[src/rtl/channel_pkg.sv]
// Shared definitions for the channel arbiter and the channel receive side:
// FSM state encoding, requester-id width, and channel word field offsets.
// Channel word layout: {vld, src_id, data}, data at bit 0.
package channel_pkg;

  typedef enum logic [1:0] {
    ST_IDLE  = 2'd0,
    ST_BURST = 2'd1,
    ST_STALL = 2'd2
  } state_e;

  // Requester-id width; a single requester still gets a one-bit id field.
  function automatic int idw(input int nreq);
    return (nreq > 1) ? $clog2(nreq) : 1;
  endfunction

  localparam int CH_DATA_LSB = 0;

  function automatic int ch_id_lsb(input int dwidth);
    return dwidth;
  endfunction

  function automatic int ch_vld_bit(input int nreq, input int dwidth);
    return dwidth + idw(nreq);
  endfunction

endpackage

[src/rtl/channel_arbiter_rr.sv]
// Round-robin selector: purely combinational. The search starts at ptr_i
// and wraps at NREQ-1 -> 0, so non-power-of-two NREQ never aliases.
module rr_arbiter
  import channel_pkg::*;
#(
  parameter int NREQ = 4,
  parameter int IDW  = idw(NREQ)
) (
  input  logic [NREQ-1:0] req_i,
  input  logic [IDW-1:0]  ptr_i,
  output logic [NREQ-1:0] gnt_o,
  output logic [IDW-1:0]  gnt_idx_o
);

  logic [2*NREQ-1:0] rot;
  logic              found;
  int                sum;

  // Rotate the doubled request vector so bit k is requester (ptr+k) mod NREQ.
  always_comb begin
    rot       = {req_i, req_i} >> ptr_i;
    found     = 1'b0;
    sum       = 0;
    gnt_idx_o = '0;
    gnt_o     = '0;
    for (int k = 0; k < NREQ; k++) begin
      if (!found && rot[k]) begin
        found = 1'b1;
        sum   = int'(ptr_i) + k;
        if (sum >= NREQ) sum = sum - NREQ;
        gnt_idx_o = IDW'(sum);
      end
    end
    for (int i = 0; i < NREQ; i++) begin
      gnt_o[i] = found && (gnt_idx_o == IDW'(i));
    end
  end

endmodule

[src/rtl/channel_arbiter.sv]
// Credit-based packet arbiter: NREQ requesters share one channel; an owner
// holds the grant for a whole packet. Optional blocked-cycle statistics are
// built only when CHANNEL_ARBITER_STATS_EN is defined.
module channel_arbiter
  import channel_pkg::*;
#(
  parameter int NREQ    = 4,
  parameter int DWIDTH  = 32,
  parameter int CREDITS = 8
) (
  input  logic                     clk,
  input  logic                     rst_n,
  input  logic [NREQ-1:0]          req_valid,
  input  logic [NREQ-1:0]          req_last,
  input  logic [NREQ*DWIDTH-1:0]   req_data,
  output logic [NREQ-1:0]          req_ready,
  output logic [idw(NREQ)+DWIDTH:0] ch_data_in,
  input  logic                     credit_ret,
  output logic                     credit_err,
  output logic [31:0]              stall_cnt
);

  localparam int IDW = idw(NREQ);
  localparam int CW  = $clog2(CREDITS + 1);
  localparam logic [CW-1:0] CRED_MAX = CW'(CREDITS);

  state_e               state_q;
  logic [IDW-1:0]       owner_q;
  logic [IDW-1:0]       ptr_q;
  logic [CW-1:0]        credits_q;
  logic [CW-1:0]        credits_d;
  logic [IDW+DWIDTH:0]  ch_q;
  logic                 err_q;
  logic                 err_set;

  logic [NREQ-1:0]      rr_gnt;
  logic [IDW-1:0]       rr_idx;
  logic [IDW-1:0]       sel_idx;
  logic [IDW-1:0]       next_ptr;
  logic                 accept;
  logic                 acc_last;
  logic [DWIDTH-1:0]    acc_data;

  rr_arbiter #(.NREQ(NREQ), .IDW(IDW)) u_rr (
    .req_i     (req_valid),
    .ptr_i     (ptr_q),
    .gnt_o     (rr_gnt),
    .gnt_idx_o (rr_idx)
  );

  // Ready: round-robin grant when idle, owner only once locked; never without credit.
  always_comb begin
    req_ready = '0;
    if (rst_n && credits_q != '0) begin
      if (state_q == ST_IDLE) begin
        req_ready = rr_gnt;
      end else begin
        for (int i = 0; i < NREQ; i++) req_ready[i] = (owner_q == IDW'(i));
      end
    end
  end

  assign sel_idx  = (state_q == ST_IDLE) ? rr_idx : owner_q;
  assign accept   = |(req_valid & req_ready);
  assign next_ptr = (sel_idx == IDW'(NREQ - 1)) ? '0 : sel_idx + 1'b1;

  // Mux out the selected requester's last flag and payload.
  always_comb begin
    acc_last = 1'b0;
    acc_data = '0;
    for (int i = 0; i < NREQ; i++) begin
      if (sel_idx == IDW'(i)) begin
        acc_last = req_last[i];
        acc_data = req_data[i*DWIDTH +: DWIDTH];
      end
    end
  end

  // Credit bookkeeping; a return with nothing in flight only raises the error.
  always_comb begin
    credits_d = credits_q;
    err_set   = 1'b0;
    case ({accept, credit_ret})
      2'b10: credits_d = credits_q - 1'b1;
      2'b01: begin
        if (credits_q == CRED_MAX) err_set = 1'b1;
        else                       credits_d = credits_q + 1'b1;
      end
      default: credits_d = credits_q;
    endcase
  end

  // Ownership FSM with registered channel word, credits and error flag.
  always_ff @(posedge clk) begin
    if (!rst_n) begin
      state_q   <= ST_IDLE;
      owner_q   <= '0;
      ptr_q     <= '0;
      credits_q <= CRED_MAX;
      ch_q      <= '0;
      err_q     <= 1'b0;
    end else begin
      credits_q <= credits_d;
      err_q     <= err_q | err_set;
      ch_q      <= accept ? {1'b1, sel_idx, acc_data} : '0;
      if (accept) owner_q <= sel_idx;
      if (accept && acc_last) begin
        state_q <= ST_IDLE;
        ptr_q   <= next_ptr;
      end else if (accept || state_q != ST_IDLE) begin
        // Locked owner: STALL exactly while the credit count is zero.
        state_q <= (credits_d == '0) ? ST_STALL : ST_BURST;
      end
    end
  end

  assign ch_data_in = ch_q;
  assign credit_err = err_q;

`ifdef CHANNEL_ARBITER_STATS_EN
  logic [31:0] stall_q;

  // Count cycles with pending requests but no credit, saturating.
  always_ff @(posedge clk) begin
    if (!rst_n) begin
      stall_q <= '0;
    end else if (|req_valid && credits_q == '0 && stall_q != '1) begin
      stall_q <= stall_q + 1'b1;
    end
  end

  assign stall_cnt = stall_q;
`else
  assign stall_cnt = '0;
`endif

endmodule

[config.mk]
export PLATFORM = sky130hd
export DESIGN_NAME = channel_arbiter
export DESIGN_NICKNAME = d
export VERILOG_FILES = /design/src/rtl/channel_pkg.sv /design/src/rtl/channel_arbiter_rr.sv /design/src/rtl/channel_arbiter.sv
export SDC_FILE = /design/constraint.sdc
export NUM_CORES = 1
export LEC_CHECK = 0
export ABC_AREA = 1
export CAP_MARGIN = 40
export CORE_AREA = 3 3 103 105
export CTS_BUF_LIST = sky130_fd_sc_hd__clkbuf_4 sky130_fd_sc_hd__clkbuf_8
export DETAILED_ROUTE_END_ITERATION = 8
export DIE_AREA = 0 0 106 108
export HOLD_SLACK_MARGIN = 0.12
export PLACE_DENSITY = 0.78
export SYNTH_ARGS = -nofsm -noshare
export SYNTH_HDL_FRONTEND = slang
export SYNTH_SLANG_ARGS = --single-unit
[constraint.sdc]
create_clock -name clk -period 3.2 [get_ports clk]
set_input_delay 0.8 -clock clk [delete_from_list [all_inputs] [get_ports clk]]
set_output_delay 0.8 -clock clk [all_outputs]
set_load 0.05 [all_outputs]
# Word level (Yosys, flattened, before mapping)
# Cells that the tools add are included.
[totals]
register_bits = 46
latchBits = 0
mem_bits_rw = 0
rom_bits = 0
in_bits = 139
output_inout_bits = 72
memories = 0
[classes]
add_sub_neg = 10
n_mul = 0
div = 0
order_cmp = 4
eq_ne = 12
shifts = 1
n_mux = 30
bitwise = 3
reduce_logical = 23
[ops]
columns = ["operator", "count"]
rows = [
  ["32-bit 2-to-1 mux", 4],
  ["35-bit 2-to-1 mux", 1],
  ["2-bit 2-to-1 mux", 11],
  ["2-bit == test (second input constant)", 7],
  ["4-bit 2-to-1 mux", 3],
  ["1-bit 2-to-1 mux", 10],
  ["3-bit >= comparator (second input constant)", 3],
  ["1-bit logical AND", 9],
  ["2-bit by 1-bit == test with 1-bit output (second input constant)", 4],
  ["2-bit zero test", 4],
  ["4-bit one-hot mux with 2 select lines", 1],
  ["8-bit by 2-bit >> shifter with 4-bit output", 1],
  ["2-bit by 1-bit subtractor with 2-bit output (second input constant)", 4],
  ["2-bit by 2-bit adder with 3-bit output (second input constant)", 2],
  ["4-bit by 1-bit adder with 4-bit output (second input constant)", 1],
  ["4-bit AND", 1],
  ["4-bit == test (second input constant)", 1],
  ["4-bit zero test", 1],
  ["4-bit nonzero test", 1],
  ["4-bit OR reduction", 1],
  ["4-bit by 1-bit subtractor with 4-bit output (second input constant)", 1],
  ["2-bit by 1-bit adder with 3-bit output (second input constant)", 1],
  ["2-bit by 3-bit >= comparator with 1-bit output (second input constant)", 1],
  ["1-bit zero test", 3],
  ["7 further kinds", 7],
]

# Longest topological paths before layout
[depth]
word_depth = 21
depth_mapped = 29

# Cells and area by module
# A second synthesis with hierarchy kept.
[hier_totals]
hier_cells = 472
hier_area_um2 = 3241.9
[by_module_without_submodules]
columns = ["mod", "n_inst", "cells_each", "area_per_inst_um2", "seq_area_each_um2"]
rows = [
  ["channel_arbiter", 1, 408, 2907.8, 920.9],
  ["rr_arbiter", 1, 64, 334.1, 0.0],
]

# Worst setup path before layout
# Ideal clock, no wire load.
[synth_timing]
path_type = "input-to-reg"
start = "in req_valid[3]"
end = "reg state_q[1]"
setup_time_ns = 0.117
t_arrival_ns = 2.945
required_ns = 3.083
path_slack_ns = 0.139
path_stages = 25
path_cell_list = "inv_1 > nand2_1 > nand3_2 > nand2_2 > nor2_2 > nand2_1 > nand2_1 > nor2_1 > nand2_2 > nand2_1 > nand2_1 > nand4_1 > nand2_2 > nor2_8 > buf_6 > ha_1 > inv_1 > nor4_1 > o21ai_0 > nand2_1 > nor2_1 > nand3_1 > inv_1 > nand2_1 > nor2_1"
[synth_via]
elab_chain_len = 21
word_cells_on_any_way = 44
[synth_rtl]
columns = ["item", "line", "source"]
rows = [
  ["from (decl)", "channel_arbiter.sv:13", "input logic [NREQ-1:0] req_valid,"],
  ["8-bit by 2-bit >> shifter with 4-bit output", "channel_arbiter_rr.sv:21", "rot = {req_i, req_i} >> ptr_i;"],
  ["1-bit 2-to-1 mux", "channel_arbiter_rr.sv:27", "if (!found && rot[k]) begin"],
  ["1-bit zero test", "channel_arbiter_rr.sv:27", ""],
  ["1-bit logical AND", "channel_arbiter_rr.sv:27", ""],
  ["1-bit 2-to-1 mux", "channel_arbiter_rr.sv:27", ""],
  ["1-bit zero test", "channel_arbiter_rr.sv:27", ""],
  ["1-bit logical AND", "channel_arbiter_rr.sv:27", ""],
  ["1-bit 2-to-1 mux", "channel_arbiter_rr.sv:27", ""],
  ["(+5 left out)", "-", ""],
  ["4-bit 2-to-1 mux", "channel_arbiter.sv:55", "if (state_q == ST_IDLE) begin"],
  ["4-bit 2-to-1 mux", "channel_arbiter.sv:54", "if (rst_n && credits_q != '0) begin"],
  ["4-bit AND", "channel_arbiter.sv:64", "assign accept = |(req_valid & req_ready);"],
  ["4-bit OR reduction", "channel_arbiter.sv:64", ""],
  ["2-bit by 1-bit == test with 1-bit output or 2-bit == test (tied branches)", "channel_arbiter.sv:83", "case ({accept, credit_ret})"],
  ["4-bit one-hot mux with 2 select lines", "channel_arbiter.sv:83", ""],
  ["4-bit zero test", "channel_arbiter.sv:112", "state_q <= (credits_d == '0) ? ST_STALL : ST_BURST;"],
  ["2-bit 2-to-1 mux", "channel_arbiter.sv:112", ""],
  ["to (signal assigned)", "channel_arbiter.sv:112", ""],
  ["to (decl)", "channel_arbiter.sv:27", "state_e state_q;"],
]
# Parallel ways exist; a longest one is shown, timed or not.
# A chain may end at the register's enable or synchronous reset.

# Final worst setup path
[layout_timing]
start = "in req_valid[3]"
end = "out req_ready[2]"
[layout_via]
elab_chain_len = 15
word_cells_on_any_way = 19
[layout_rtl]
columns = ["item", "line", "source"]
rows = [
  ["8-bit by 2-bit >> shifter with 4-bit output *", "channel_arbiter_rr.sv:21", ""],
  ["1-bit 2-to-1 mux", "channel_arbiter_rr.sv:27", ""],
  ["1-bit zero test", "channel_arbiter_rr.sv:27", ""],
  ["1-bit logical AND", "channel_arbiter_rr.sv:27", ""],
  ["1-bit 2-to-1 mux", "channel_arbiter_rr.sv:27", ""],
  ["1-bit zero test", "channel_arbiter_rr.sv:27", ""],
  ["1-bit logical AND", "channel_arbiter_rr.sv:27", ""],
  ["1-bit 2-to-1 mux", "channel_arbiter_rr.sv:27", ""],
  ["1-bit zero test", "channel_arbiter_rr.sv:27", ""],
  ["1-bit logical AND", "channel_arbiter_rr.sv:27", ""],
  ["2-bit 2-to-1 mux", "channel_arbiter_rr.sv:27", ""],
  ["2-bit == test", "channel_arbiter_rr.sv:35", "gnt_o[i] = found && (gnt_idx_o == IDW'(i));"],
  ["1-bit logical AND *", "channel_arbiter_rr.sv:35", ""],
  ["4-bit 2-to-1 mux *", "channel_arbiter.sv:55", ""],
  ["4-bit 2-to-1 mux *", "channel_arbiter.sv:54", ""],
  ["to (decl)", "channel_arbiter.sv:16", "output logic [NREQ-1:0] req_ready,"],
]
# Mark *: on every way between the ends. The rest lies on a longest branch, timed or not.

==> flow_summary.ini <==
[outcome]
run_status = complete, no violations

[critical_path]
worstSetupPathType = in -> out
critPathArrivalTime_ns = 2.29
crit_family = simple AND/OR/NAND/NOR gates
path_buf_inv = 5
critPathSlowestCell = buf_4
worstSetupStartpoint = req_valid[3]
critPathRequiredTime_ns = 2.40
rr_startpoint = ptr_q[1]
cp_cell_sequence = clkbuf_2 > buf_4 > nand2_1 > nand3_1 > nand2_2 > inv_1 > a21oi_2 > nand2_1 > nand2_2 > nand2_2 > nand2_2 > buf_4 > nand2_1 > nor2_4 > buf_12
cp_max_fo = 4
crit_path_end_kind = output pin
worstSetupStartpointType = input pin
worst_path_most_repeated_cell = nand2_2
slowest_delay_ns = 0.15

[sta]
tns_ns = 0
fin_hold_ws_ns = 0.475
hold_viol_final = 0
setup_viol = 0
period_needed_ns = 3.09
finalCritPeriodShare_pct = 96.7
worst_pin_slew_ns = 0.589
slew_headroom_pct = 60.8
max_freq_ghz = 0.323
fin_skew_ns = 0.0102
slew_viol_final = 0

[route]
avgRoutedWirePerCell_um = 14.8
totalWireLength_um = 12200
drt_iter0_markers = 225
drt-vias-per-instance = 4.85
vias = 4002
first_pass_iters = 4
ant_nets = 0
drc = 0

[clocking]
hold_buffers = 0
htree_levels = 2
clk_path_buf_depth = 2
clock_latency_ns = 0.30
cts_tree = yes
cts_sinks = 46
clkSlewWorstSetupHoldPaths_ns = 0.09
numCtsBuffers = 5
root_buffer = clkbuf_8

[floorplanning]
dieArea_um2 = 11400
pin_count = 211
start_util_pct = 34.2
rows = 36
die_h_um = 108
die_width_um = 106
core_um2 = 9730

[yosys]
synth_top_area_share_pct = 27.7
synth_edf_count = 0
yosysSeqAreaShare_pct = 27.7
synth_largest_area_cell = dfxtp_1
syn_area_um2 = 3330
async_flop_share_pct = 0
synth_most_common_cell = nand2_1
ys_ff_latch = 46
synthCells = 482
yosysUniqueCellTypes = 33
synth_area_leaders = dfxtp_1 28%, a211oi_2 11%, nand2_1 9.4%, buf_4 7.2%, nand3_1 7.1%
synth_common_cells = 83 x nand2_1, 52 x nor2_1, 47 x nand3_1
synth-main-ff-cell = dfxtp_1
syn_avg_cell_area_um2 = 6.90
yosysWarnings = 0

[power]
p_leak_uw = 0.00250
ir_drop_v = 0.000381
power_uw = 4850
powerDensity_nw_per_um2 = 841

[global_routing]
grt_pass1_vias = 3930
grt_pass1_wl_um = 18300
antenna_found_initial = 0
overflow = 0
grt_use_total_pct = 19.7
grt_max_degree = 36

[cells_and_area]
final_nets = 839
finalNonFillerCells = 825
n_antenna_cell = 0
syn_to_final_growth_pct = 73.1
final-seq-area_um2 = 922
drive_gt1_share_pct = 22.0
num-fill-cells = 894
multi_input_area_um2 = 2140
final_area_um2 = 5760

[placement]
placed_area_um2 = 5500
port-buffer-count = 178
place_hpwl_um = 9490
gp_congestion = 0.918
placed_cells_incl_taps = 813

[worst_hold_path]
hold_path.class = reg -> reg
hp-start = credit_err

[job]
maxCapViolations = 0
[power by group]
| group | internal [uW] | total, uW | switching (uW) |
|---|---|---|---|
| clock | 147 | 353 | 206 |
| combinational | 1510 | 3730 | 2220 |
| sequential | 704 | 763 | 58.7 |
| total | 2370 | 4850 | 2480 |
[final timing paths]
path / slack [ns] / end / depth (start not counted)
max reg2reg: 0.18 / state_q[1] / 22
min: 0.48 / credit_err / 1
max: 0.11 / req_ready[2] / 15
min reg2reg: 0.48 / credit_err / 1
[layout make-up]
type | count | share of cell area, %
clock buffer | 5 | 1.19
clock inverter | 2 | 0.174
inverter | 40 | 2.65
multi-input combinational | 364 | 37.1
sequential | 46 | 16.0
tap | 133 | 2.89
timing repair buffer | 235 | 40.0
[what timing repair did]
action / 4_1_cts / 5_1_grt
pin swaps: 4 / 21
setup endpoints to repair: 30 / 44
gates resized for setup: 10 / 47
buffers inserted: 0 / 5
[per-stage QoR]
| step | setup WS, ns | utilization, % |
|---|---|---|
| floorplan | 0.139 | - |
| global placement | -0.415 | 56.6 |
| detailed placement | -0.569 | 56.6 |
| CTS | -0.000859 | 57.5 |
| global route | -0.0678 | 59.2 |
| finish | 0.106 | 59.2 |
[worst reg2reg max path: stages, from the launching register on]
cell      delay [ns]
dfxtp_1         0.52
inv_1           0.19
nand3_2         0.13
nand2_4         0.07
buf_4           0.14
a21oi_2         0.13
nand2_1         0.13
nand2_2         0.12
nand2_1         0.05
nand2_1         0.07
nand4_1         0.18
nand2_4         0.15
nor2_8          0.05
ha_2            0.17
inv_2           0.09
nor2_1          0.07
o211ai_1        0.22
nand2_1         0.08
nor2_1          0.10
nand3_1         0.09
inv_1           0.06
nand2_1         0.06
nor2_2          0.10
[state kept, by name, indices dropped and copies added (netlist names)]
name	cells
owner_q	2
credits_q	4
ptr_q	2
state_q	2
ch_data_in	35
credit_err	1
[cell families (layout without fill, tap and decap cells)]
logic type	count (synthesis)	count (layout)	synth area share, %
simple gates	207	207	27.5
compound gates	116	116	25.0
buf+inv	103	282	16.5
flops	46	46	27.7
fa+ha+maj	8	8	3.01
other cells	1	32	0.113
xor+xnor	1	1	0.263
[routing by layer]
layer  part of all wire (%)  track usage (%)
met1                     38             21.5
met2                     52             36.2
met3                    7.9             5.79
met4                    2.8             7.03
met5                      0                0
[layout by cell type, fill, tap and decap left out, drive strengths merged]
master and n:
a211oi 32, o31ai 3, a21oi 36, dfxtp 46, inv 40, nand2 91
clkinv 2, xnor2 1, and3 1, nor4 1, ha 8, nand3 49
a31oi 3, clkdlybuf4s50 170, clkbuf 9, o21a 1, nor3 3, a41oi 1
conb 32, o21ai 37, o211ai 3, nor2 55, buf 61, nand4 7
No activity file was read; power rests on OpenSTA's default activity.
